[src/rtl/fb_pkg.sv]
// Constants and types shared by the frame-buffer fill writer and the scan-out reader.
// burst_size clips a burst so that it never runs past the remaining words.
package fb_pkg;

  localparam logic [29:0] FB_ADDRESS = 30'h3800_0000;
  localparam int FB_LENGTH = 1536000;
  localparam int AVALON_ADDR_W = 29;
  localparam int AVALON_DATA_W = 64;
  localparam int AVALON_BURST_W = 8;

  typedef enum logic {
    IDLE,
    BURST
  } fb_state_t;

  function automatic logic [AVALON_BURST_W-1:0] burst_size(
    input logic [AVALON_BURST_W-1:0] max_beats,
    input logic [23:0] words
  );
    return (words < {16'd0, max_beats}) ? words[AVALON_BURST_W-1:0] : max_beats;
  endfunction

endpackage

[src/rtl/frame_buffer_fill.sv]
// Fills the SDRAM frame buffer with one 32-bit colour using back-to-back Avalon-MM
// burst writes; two pixels per 64-bit beat.
module frame_buffer_fill
  import fb_pkg::*;
#(
  parameter logic [29:0] ADDRESS = FB_ADDRESS,
  parameter int LENGTH = FB_LENGTH,
  parameter int BURST_LENGTH = 8
) (
  input  logic                      clock,
  input  logic                      reset,
  input  logic                      start,
  input  logic [31:0]               color,
  output logic                      busy,
  output logic                      done,
  output logic [AVALON_ADDR_W-1:0]  address,
  output logic [AVALON_BURST_W-1:0] burstcount,
  output logic [AVALON_DATA_W-1:0]  writedata,
  output logic [7:0]                byteenable,
  output logic                      write,
  input  logic                      waitrequest
);

  localparam logic [23:0] TOTAL_WORDS = 24'(LENGTH / 8);
  localparam logic [AVALON_ADDR_W-1:0] BASE_WORD = AVALON_ADDR_W'(ADDRESS >> 3);
  localparam logic [AVALON_BURST_W-1:0] BURST_MAX = AVALON_BURST_W'(BURST_LENGTH);

  fb_state_t state;
  logic [23:0] words_remaining;
  logic [7:0]  beat_count;
  logic        accepted;

  assign accepted   = write && !waitrequest;
  assign byteenable = 8'hFF;

  always_ff @(posedge clock) begin
    if (reset) begin
      state           <= IDLE;
      busy            <= 1'b0;
      done            <= 1'b0;
      write           <= 1'b0;
      address         <= '0;
      burstcount      <= '0;
      writedata       <= '0;
      words_remaining <= '0;
      beat_count      <= '0;
    end else begin
      done <= 1'b0;
      case (state)
        IDLE: begin
          // The done cycle still belongs to the finishing fill, so a start there is dropped.
          if (start && !done) begin
            if (TOTAL_WORDS == 24'd0) begin
              done <= 1'b1;
            end else begin
              state           <= BURST;
              busy            <= 1'b1;
              write           <= 1'b1;
              address         <= BASE_WORD;
              words_remaining <= TOTAL_WORDS;
              burstcount      <= burst_size(BURST_MAX, TOTAL_WORDS);
              beat_count      <= '0;
              writedata       <= {color, color};
            end
          end
        end
        BURST: begin
          if (accepted) begin
            words_remaining <= words_remaining - 24'd1;
            if (words_remaining == 24'd1) begin
              state      <= IDLE;
              write      <= 1'b0;
              busy       <= 1'b0;
              done       <= 1'b1;
              beat_count <= '0;
            end else if (beat_count == burstcount - 8'd1) begin
              // Next burst is set up in the same cycle so write never drops between bursts.
              address    <= address + AVALON_ADDR_W'(burstcount);
              burstcount <= burst_size(BURST_MAX, words_remaining - 24'd1);
              beat_count <= '0;
            end else begin
              beat_count <= beat_count + 8'd1;
            end
          end
        end
        default: state <= IDLE;
      endcase
    end
  end

endmodule

[config.mk]
export PLATFORM = sky130hd
export DESIGN_NAME = frame_buffer_fill
export DESIGN_NICKNAME = d
export VERILOG_FILES = /design/src/rtl/fb_pkg.sv /design/src/rtl/frame_buffer_fill.sv
export SDC_FILE = /design/constraint.sdc
export NUM_CORES = 1
export LEC_CHECK = 0
export CAP_MARGIN = 20
export CORE_MARGIN = 8
export CORE_UTILIZATION = 45
export DETAILED_ROUTE_END_ITERATION = 16
export PLACE_DENSITY = 0.85
export SYNTH_ARGS = -nofsm -noshare
export SYNTH_HDL_FRONTEND = slang
export SYNTH_SLANG_ARGS = --single-unit
[constraint.sdc]
create_clock -name clock -period 4.4 [get_ports clock]
set_clock_uncertainty 0.05 [all_clocks]
set_input_delay 0.44 -clock clock [delete_from_list [all_inputs] [get_ports clock]]
set_output_delay 0.44 -clock clock [all_outputs]
set_load 0.02 [all_outputs]
### Word-level counts from Yosys, hierarchy flattened

Index checks and enable logic that the tools add are counted.

| word-level totals | value |
|---|---|
| flip-flop bits (word level) | 136 |
| bits of input ports | 36 |
| output and inout port bits | 112 |
| logic and storage cells | 59 |

| operators by class | value |
|---|---|
| add/subtract/negate cells | 4 |
| order comparisons | 1 |
| equal/unequal tests | 7 |
| multiplexer cells | 28 |
| bitwise gates (word level) | 2 |
| reductions and logical operators | 9 |

Operators by type and width:

| cell | count |
|---|---|
| 29-bit two-way mux | 4 |
| 8-bit two-way mux | 9 |
| 29-bit case mux with 2 select lines | 1 |
| 24-bit two-way mux | 2 |
| 24-bit case mux with 2 select lines | 1 |
| 8-bit case mux with 2 select lines | 2 |
| 29-bit by 8-bit adder with 29-bit output | 1 |
| 24-bit by 1-bit == test with 1-bit output, second input constant | 1 |
| 24-bit by 4-bit < comparator with 1-bit output, second input constant | 1 |
| 24-bit by 1-bit subtractor with 24-bit output, second input constant | 1 |
| 8-bit by 1-bit adder with 8-bit output, second input constant | 1 |
| 8-bit == test | 1 |
| 8-bit by 1-bit subtractor with 8-bit output, second input constant | 1 |
| 1-bit two-way mux | 7 |
| 2-bit by 1-bit != test with 1-bit output, second input constant | 3 |
| 2-bit != test, second input constant | 2 |
| 1-bit case mux with 2 select lines | 2 |
| 2-bit AND reduction | 2 |
| 4-bit AND reduction | 1 |
| 3-bit AND reduction | 1 |
| 3-bit OR reduction | 1 |
| 1-bit logical AND | 2 |
| 1-bit logical NOT | 2 |
| 1-bit NOT | 2 |

### Depth between registers and ports, before layout

Gate-level depths: netlist (run 1).

| logic depth | value |
|---|---|
| depth in word-level cells | 7 |
| mapped depth | 12 |

### Worst setup path after synthesis (run 1)

OpenSTA, ideal clock, no wires.

| timing | value |
|---|---|
| kind | register to register |
| start point | reg burstcount[0] |
| end point | reg address[24] |
| arrival | 3.051 ns |
| slack | 1.224 ns |
| cell stages (with the launch flop) | 12 |
| path buffers | 2 |
| cells stage by stage | dfxtp_1 -> inv_1 -> ha_1 -> buf_2 -> o21ba_1 -> a221oi_1 -> a41oi_1 -> o41a_1 -> or3_1 -> clkbuf_1 -> or4_1 -> a31oi_1 |

| on the way | value |
|---|---|
| cells in the longest elaborated chain, start to end | 5 |
| elaborated cells on any way between the ends | 9 |
| those cells by class | add/sub: 2; eq/ne: 2; mux: 4; reduce/logical: 1 |

RTL lines:

| what | RTL line | RTL |
|---|---|---|
| from (decl) | frame_buffer_fill.sv:17 | `output logic [AVALON_BURST_W-1:0] burstcount,` |
| from (signal assigned) | frame_buffer_fill.sv:61 | `burstcount <= burst_size(BURST_MAX, TOTAL_WORDS);` |
| from (signal assigned) | frame_buffer_fill.sv:79 | `burstcount <= burst_size(BURST_MAX, words_remaining - 24'd1);` |
| 29-bit by 8-bit adder with 29-bit output | frame_buffer_fill.sv:78 | `address <= address + AVALON_ADDR_W'(burstcount);` |
| 29-bit two-way mux | frame_buffer_fill.sv:76 | `end else if (beat_count == burstcount - 8'd1) begin` |
| 29-bit two-way mux | frame_buffer_fill.sv:70 | `if (words_remaining == 24'd1) begin` |
| 29-bit two-way mux | frame_buffer_fill.sv:68 | `if (accepted) begin` |
| 29-bit case mux with 2 select lines | frame_buffer_fill.sv:49 | `case (state)` |
| to (signal assigned) | frame_buffer_fill.sv:78 |  |
| to (decl) | frame_buffer_fill.sv:16 | `output logic [AVALON_ADDR_W-1:0] address,` |

Parallel ways exist; a longest one is shown, timed or not. The select of a mux whose other input is x is not followed.
A chain may end at the register's enable or synchronous reset.

### Worst setup path after layout (run 1)

| timing | value |
|---|---|
| start point | reg burstcount[1] |
| end point | reg address[11] |

Same word-level chain as after synthesis.

==> metrics, run 1 <==
Fin Hold WS=418 ps; initial antenna violation count=0; Crit Path Class=flop to flop; Placed Cells=962; DR vias=5570; GRT Residual Overflow=0; final std cells w/o fill=978; Die X=128 um; GRT Util Overall=17.6%; layout cells sized above 1=4.96%; DRT Pass-1 Iters=5; Worst Setup End Kind=flop; Root Buffer=clkbuf_16; vias in the first global route=4772; # port buffers=139; Worst setup SP type=flop; Yosys warnings=0; die area=0.0165 mm2; pwr dens=302 mW/mm2; ys async rst share=0%; post-route minimum period=3490 ps; CTS resizes=0; Post-synth EDFFs=0; core outline area=0.0125 mm2; Syn Area/Cell=7.89 um2; CP arrival=3660 ps; antenna fix cells=0; crit path cell chain=inv_1 -> ha_1 -> o21ba_1 -> a221oi_1 -> a41oi_1 -> o41ai_1 -> nand3_1 -> buf_4 -> o311ai_1 -> o41ai_1; commonest non-fill, non-tap cells in the layout=138 x clkdlybuf4s50_1, 115 x nand2_1, 104 x dfxtp_1; VDD IR max=0.000176 V; commonest non-fill, non-tap cell in the layout=clkdlybuf4s50_1; GPL Wtd Cong=0.902; FILL cells=1086; TNS Setup=0 ps; deepest clock path buffer count=2; Cell Rows=41; total design power=0.00216 W; H-tree Lvls=3; fmax=287 MHz; Main synth FF type=dfxtp_1; Layout area overhead=25.9%; Min-Delay Path Class=flop to flop; CTS buffer count=9; RSZ-0062 raised after global routing=no; Critical Path RT=4570 ps; family with the most delay on the worst path=compound AO/OA/AOI/OAI gates; Ports=148; sequential element share of the synthesized area=36.6%; CTS tree=yes; first-pass GRT wire length=24.0 mm; Routed Antenna Nets=0; max-slew violations=0; largest net degree at the start of global routing=48; Setup violations, final=0; Routed WL=15.6 mm; outcome=completed; clk slew on worst S/H paths=70 ps; period utilization=79.3%; WL/cell=15.9 um; post-CTS setup buffer count=0; CP bufs+invs=2; Post-Syn Area=0.00569 mm2; clock latency on the worst-skew pair=340 ps; clock tree sinks=104; Die Span Y=128 um; Synth cell types=71; dpl hpwl=11.2 mm; most used cell, CP=o41ai_1; residual DRC count=0; top fanout value on the critical path=17; Slew headroom=40.4%; Worst path slowest cell=nand3_1; Synth Instances=722; vias per cell=5.70; cts hold-fix bufs=0; max cap viols=0; final hold vios=0; DRT iter0 DRCs=558; initial core utilization=45.7%; CP max stage delay=560 ps; Nets=850; Worst-Margin Slew=893 ps; Yosys reg bits=104; P_leak=2.56 nW
per-stage QoR:
stage	instance area (um2)	worst slack (ps)	util, %
after CTS	7170	927	57.5
after global placement	6880	1110	55.2
after global routing	7170	750	57.5
after floorplan	5720	1220	-
after detailed placement	6880	1030	55.2
final	7170	912	57.5
layer usage:
metal  up-vias  GRT usage, %  wire length [um]
li1       2721             -                 -
met5         -             0                 0
met1      2596          22.3              6850
met2       231          29.2              7270
met3        22          3.23              1200
met4         0          6.57               238
synth_stat cells (4+ instances only):
master	count	share of area, %
o41ai_1	4	0.62
and2_1	5	0.55
and3_1	9	0.99
ha_1	12	2.6
nor2_1	56	3.7
clkbuf_1	30	2.0
xor2_1	11	1.7
buf_4	41	5.4
a21oi_1	81	7.1
nand3_1	21	1.8
a311oi_1	10	1.5
o21ai_1	10	0.88
buf_1	4	0.26
o21ai_0	18	1.6
nor4_1	9	0.99
o211a_1	4	0.70
buf_2	8	0.70
inv_1	10	0.66
a31oi_1	5	0.55
nor3_1	12	1.1
a211oi_1	6	0.79
dfxtp_1	104	37
a2111oi_0	4	0.62
nor4_2	4	0.88
nand4_1	7	0.77
or3_1	11	1.2
o31ai_1	12	1.6
xnor2_1	11	1.7
or4_1	19	2.5
or2_2	4	0.44
nand2_1	115	7.6
power breakdown:
| part | switching, W | internal (W) |
|---|---|---|
| Clock | 0.000364 | 0.000406 |
| Combinational | 0.000225 | 0.000161 |
| Sequential | 0.0000358 | 0.000972 |
| Total | 0.000625 | 0.00154 |
path summary, 6_finish.rpt:
path / cells after the start / slack [ps] / end / start
max: 10 / 910 / address[11]$_SDFFE_PP0P_ / burstcount[1]$_SDFFE_PP0P_
min: 2 / 420 / writedata[34]$_SDFFE_PP0P_ / writedata[34]$_SDFFE_PP0P_
max reg2reg: 10 / 910 / address[11]$_SDFFE_PP0P_ / burstcount[1]$_SDFFE_PP0P_
min reg2reg: 2 / 420 / writedata[34]$_SDFFE_PP0P_ / writedata[34]$_SDFFE_PP0P_
final cells by class:
class | count | area [um2] | share of cell area [%]
inverters | 12 | 45.0 | 0.628
repair buffers | 146 | 1440 | 20.1
clock inverters | 6 | 50.0 | 0.698
multi-input cells | 528 | 3100 | 43.2
flip-flops and latches | 104 | 2080 | 29.0
well taps | 172 | 215 | 3.00
clock buffers | 10 | 239 | 3.33
worst register-to-register path: cells and delay by family (launching register included):
| kind | cells | cell delay, ps |
|---|---|---|
| AOI/OAI and AO/OA | 6 | 1440 |
| and+or+nand+nor | 1 | 560 |
| buffers and inverters | 2 | 510 |
| DFF | 1 | 500 |
| adders and majority gates | 1 | 300 |
registers in the layout, indices dropped and copies added, names as in the netlist:
signal	cells
write	1
words_remaining	24
writedata	32
burstcount	8
address	29
state	1
done	1
beat_count	8
cell families (layout without fill, tap and decap cells):
family | after synthesis | in the layout | share of synthesized area (%)
AND/OR/NAND/NOR | 293 | 293 | 25.6
multiplexers | 1 | 1 | 0.176
adder cells (fa/ha/maj) | 13 | 13 | 2.99
buffers and inverters | 97 | 174 | 9.54
other | 1 | 8 | 0.0659
flip-flops | 104 | 104 | 36.6
XOR/XNOR | 22 | 22 | 3.38
AO/OA/AOI/OAI | 191 | 191 | 21.7
(Power assumes the default switching activity.)
==> run 2, diff against run 1 <==
Settings changed: PLACE_DENSITY 0.85 to 0.88.
Clock period 4.4 ns to 3.2 ns, I/O delays scaled along.
==> run 2 against run 1 <==
Effect of this change: sequential power up 38%; via count up 0.63%; cell area rose by 1.7%; cell count up 1.3%; maximum frequency grew 14%; power up 38%; register-to-register slack got worse by 760 ps; clock-buffer cell count shrank 1; critical endpoint is now burstcount[2]$_SDFFE_PP0P_; sequential cell count is the same; setup slack worse by 760 ps; core utilization grew 0.99 points.
==> metrics, run 2 (synthesis gave the netlist of run 1 again) <==
post-route minimum period=3050 ps; max cap viols=0; VDD IR max=0.000258 V; # port buffers=139; DRT Pass-1 Iters=4; antenna fix cells=0; GPL Wtd Cong=0.894; die area=0.0165 mm2; Layout area overhead=28.1%; commonest non-fill, non-tap cells in the layout=138 x clkdlybuf4s50_1, 115 x nand2_1, 104 x dfxtp_1; initial antenna violation count=0; Routed Antenna Nets=0; Worst-Margin Slew=856 ps; Root Buffer=clkbuf_16; GRT Residual Overflow=0; top fanout value on the critical path=10; CTS buffer count=9; residual DRC count=0; GRT Util Overall=18.4%; first-pass GRT wire length=25.2 mm; Largest register FFs=32; period utilization=95.3%; clock latency on the worst-skew pair=340 ps; dpl hpwl=11.4 mm; Ports=148; Setup violations, final=0; Largest Register=writedata; layout cells sized above 1=6.72%; Regs by FF count=writedata: 32 flops, address: 29 flops, words_remaining: 24 flops; core outline area=0.0125 mm2; TNS Setup=0 ps; vias in the first global route=5130; Die Span Y=128 um; DRT iter0 DRCs=594; Worst Setup End Kind=flop; H-tree Lvls=3; commonest non-fill, non-tap cell in the layout=clkdlybuf4s50_1; CTS tree=yes; vias per cell=5.66; deepest clock path buffer count=2; largest net degree at the start of global routing=61; total design power=0.00298 W; fmax=328 MHz; WL/cell=16.2 um; Die X=128 um; Worst setup SP type=flop; Slew headroom=42.7%; clock tree sinks=104; Routed WL=16.0 mm; pwr dens=408 mW/mm2; max-slew violations=0; Cell Rows=41; CP arrival=3250 ps; Crit Path Class=flop to flop; DR vias=5605; outcome=completed; final hold vios=0; clk slew on worst S/H paths=70 ps; P_leak=2.63 nW; Critical Path RT=3400 ps; Min-Delay Path Class=primary input to flop; initial core utilization=45.7%; Nets=863; RSZ-0062 raised after global routing=no; Fin Hold WS=379 ps
run 2: per-layer routing:
layer / global-route usage, % / part of all wire [%]
met1: 22.9 / 42
met2: 31.0 / 48
met3: 3.68 / 8.0
met4: 6.70 / 2.0
met5: 0 / 0
run 2: layout make-up:
type	count	area, um2
Timing Repair Buffer	159	1540
Fill cell	1094	5170
Sequential cell	104	2080
Inverter	12	45.0
Clock buffer	9	225
Multi-Input combinational cell	528	3140
Clock inverter	7	55.1
Tap cell	172	215
run 2: where the power goes:
| group | internal, W | switching [W] | total (W) |
|---|---|---|---|
| sequential | 0.00134 | 0.0000525 | 0.00139 |
| clock | 0.000535 | 0.000509 | 0.00104 |
| combinational | 0.000233 | 0.000311 | 0.000544 |
| total | 0.00211 | 0.000873 | 0.00298 |
run 2: critical path, stage by stage (launching register included):
cell and delay (ps):
dfxtp_1 400, inv_1 90, ha_1 170, buf_4 150, or3b_2 520, nor2_1 270, o22ai_1 130, or4_1 460
or4b_1 520, o41ai_2 190
run 2: worst paths after layout:
kind                                     end  cells after the start  slack, ps                             from
hold reg to reg   writedata[36]$_SDFFE_PP0P_                      2        420       writedata[36]$_SDFFE_PP0P_
setup / recovery  burstcount[2]$_SDFFE_PP0P_                      9        150  words_remaining[0]$_SDFFE_PP0P_
setup reg to reg  burstcount[2]$_SDFFE_PP0P_                      9        150  words_remaining[0]$_SDFFE_PP0P_
hold / removal    writedata[43]$_SDFFE_PP0P_                      2        380                            reset
run 2: stage by stage:
| step | cell area [um2] | setup slack, ps | utilization [%] | std cells |
|---|---|---|---|---|
| CTS | 7260 | 68.8 | 58.2 | 991 |
| finish | 7290 | 151 | 58.5 | 991 |
| detailed placement | 6980 | 152 | 56.0 | 975 |
| floorplan | 5720 | 24.4 | - | 729 |
| global placement | 6980 | 220 | 56.0 | 975 |
| global route | 7290 | 7.26 | 58.5 | 991 |
run 2: repair_timing:
item                                    CTS  global route
endpoints found under the setup margin    0            11
gates resized for setup                   0             5
buffers inserted                          0             0
hold buffers                              0             0
==> run 3, diff against run 2 <==
Settings changed: CAP_MARGIN 20 to default, CORE_MARGIN 8 to default.
==> run 3 against run 2 <==
Effect of this change: setup slack got worse by 7.3 ps; core utilization is 1.9 points higher; sequential share of layout area is 0.18 points lower; cell area up 0.69%; power rose by 5.0%; critical path type unchanged; highest routed layer unchanged.
==> metrics, run 3 (synthesis gave the netlist of run 1 again) <==
depth of the worst hold-timing path=2; Crit Path Class=flop to flop; Nets=866; commonest non-fill, non-tap cell in the layout=clkdlybuf4s50_1; FILL cells=1041; P_leak=2.66 nW; period utilization=95.5%; post-route minimum period=3060 ps; initial antenna violation count=0; RSZ-0062 raised after global routing=no; flop2flop setup slack=140 ps; reg2reg path depth=10; clock latency on the worst-skew pair=350 ps; hold wc startpoint=reset; residual DRC count=0; Die X=114 um; layout cells sized above 1=6.94%; Setup violations, final=0; largest net degree at the start of global routing=41; Die Span Y=114 um; Routed Antenna Nets=0; Largest Register=writedata; vias in the first global route=4952; outcome=completed; vias per cell=5.75; Worst-Margin Slew=830 ps; Critical Path RT=3390 ps; cts hold-fix bufs=0; Regs by FF count=writedata: 32 flops, address: 29 flops, words_remaining: 24 flops; CTS tree=yes; reg-to-reg endpoint=address[28]$_SDFFE_PP0P_; total design power=0.00313 W; CP arrival=3250 ps; top fanout value on the critical path=11; core outline area=0.0122 mm2; clk slew on worst S/H paths=70 ps; GRT Util Overall=23.1%; Placed Cells=974; Root Buffer=clkbuf_16; dpl hpwl=10.8 mm; Ports=148; WL/cell=15.5 um; GRT Residual Overflow=0; fmax=327 MHz; hold path endpoint=beat_count[0]$_SDFFE_PP0P_; # port buffers=139; reg-to-reg critical path startpoint=burstcount[0]$_SDFFE_PP0P_; commonest non-fill, non-tap cells in the layout=138 x clkdlybuf4s50_1, 115 x nand2_1, 103 x dfxtp_1; GPL Wtd Cong=0.919; max cap viols=0; Min-Delay Path Class=primary input to flop; Worst setup SP type=flop; Slew headroom=44.5%; CTS buffer count=9; clock tree sinks=104; Worst Setup End Kind=flop; Layout area overhead=29.0%; Cell Rows=40; first-pass GRT wire length=24.5 mm; initial core utilization=46.8%; final std cells w/o fill=989; pwr dens=426 mW/mm2; DRT Pass-1 Iters=6; final hold vios=0; TNS Setup=0 ps; Fin Hold WS=288 ps; Routed WL=15.3 mm; antenna fix cells=0; DRT iter0 DRCs=561; DR vias=5687; deepest clock path buffer count=2; die area=0.0131 mm2; H-tree Lvls=3; Largest register FFs=32; VDD IR max=0.000290 V; max-slew violations=0
run 3: worst max path at each step:
stage,startpoint,to,slack [ps],cells past startpoint
after floorplan,burstcount[0]$_SDFFE_PP0P_,address[24]$_SDFFE_PP0P_,20,11
after global placement,words_remaining[8]$_SDFFE_PP0P_,burstcount[2]$_SDFFE_PP0P_,230,7
after detailed placement,words_remaining[8]$_SDFFE_PP0P_,burstcount[2]$_SDFFE_PP0P_,90,7
after CTS,words_remaining[0]$_SDFFE_PP0P_,burstcount[2]$_SDFFE_PP0P_,100,9
after global routing,words_remaining[1]$_SDFFE_PP0P_,burstcount[2]$_SDFFE_PP0P_,0.3,10
final,burstcount[0]$_SDFFE_PP0P_,address[28]$_SDFFE_PP0P_,140,10
run 3: power breakdown:
part           total, W  switching (W)  internal, W
registers       0.00139      0.0000528      0.00134
logic          0.000552       0.000315     0.000237
clock network   0.00119       0.000500     0.000686
run 3: final cells by class:
cell class	instances	area, um2	share of cell area (%)
flip-flops and latches	104	2080	28.4
clock inverters	6	92.6	1.26
inverters	12	45.0	0.613
well taps	168	210	2.86
repair buffers	162	1560	21.2
multi-input cells	528	3130	42.6
clock buffers	9	225	3.07
run 3: critical path: stages, from the launching register on:
cell and delay [ps]:
dfxtp_1 330, inv_1 50, ha_1 250, o21ba_1 180, a221oi_1 280, a41oi_1 110, o41a_1 490, or3_1 520
buf_4 230, o31a_1 270, o21a_1 180
run 3: timing repair:
action	in CTS	in global routing
endpoints found under the setup margin	0	7
buffers inserted	0	0
gates resized for setup	0	7
run 3: stage by stage:
| stage | setup slack (ps) | cell area [um2] | utilization [%] |
|---|---|---|---|
| floorplan | 24.4 | 5720 | - |
| global placement | 225 | 7000 | 57.5 |
| detailed placement | 95.0 | 7000 | 57.5 |
| CTS | 100 | 7310 | 60.1 |
| global route | 0.323 | 7340 | 60.4 |
| finish | 144 | 7340 | 60.4 |
run 3: metal layers:
layer / global-route usage, % / wire length [um]
met3: 5.19 / 1090
met2: 38.4 / 7330
met1: 29.3 / 6610
met5: 0 / 0
met4: 8.66 / 296
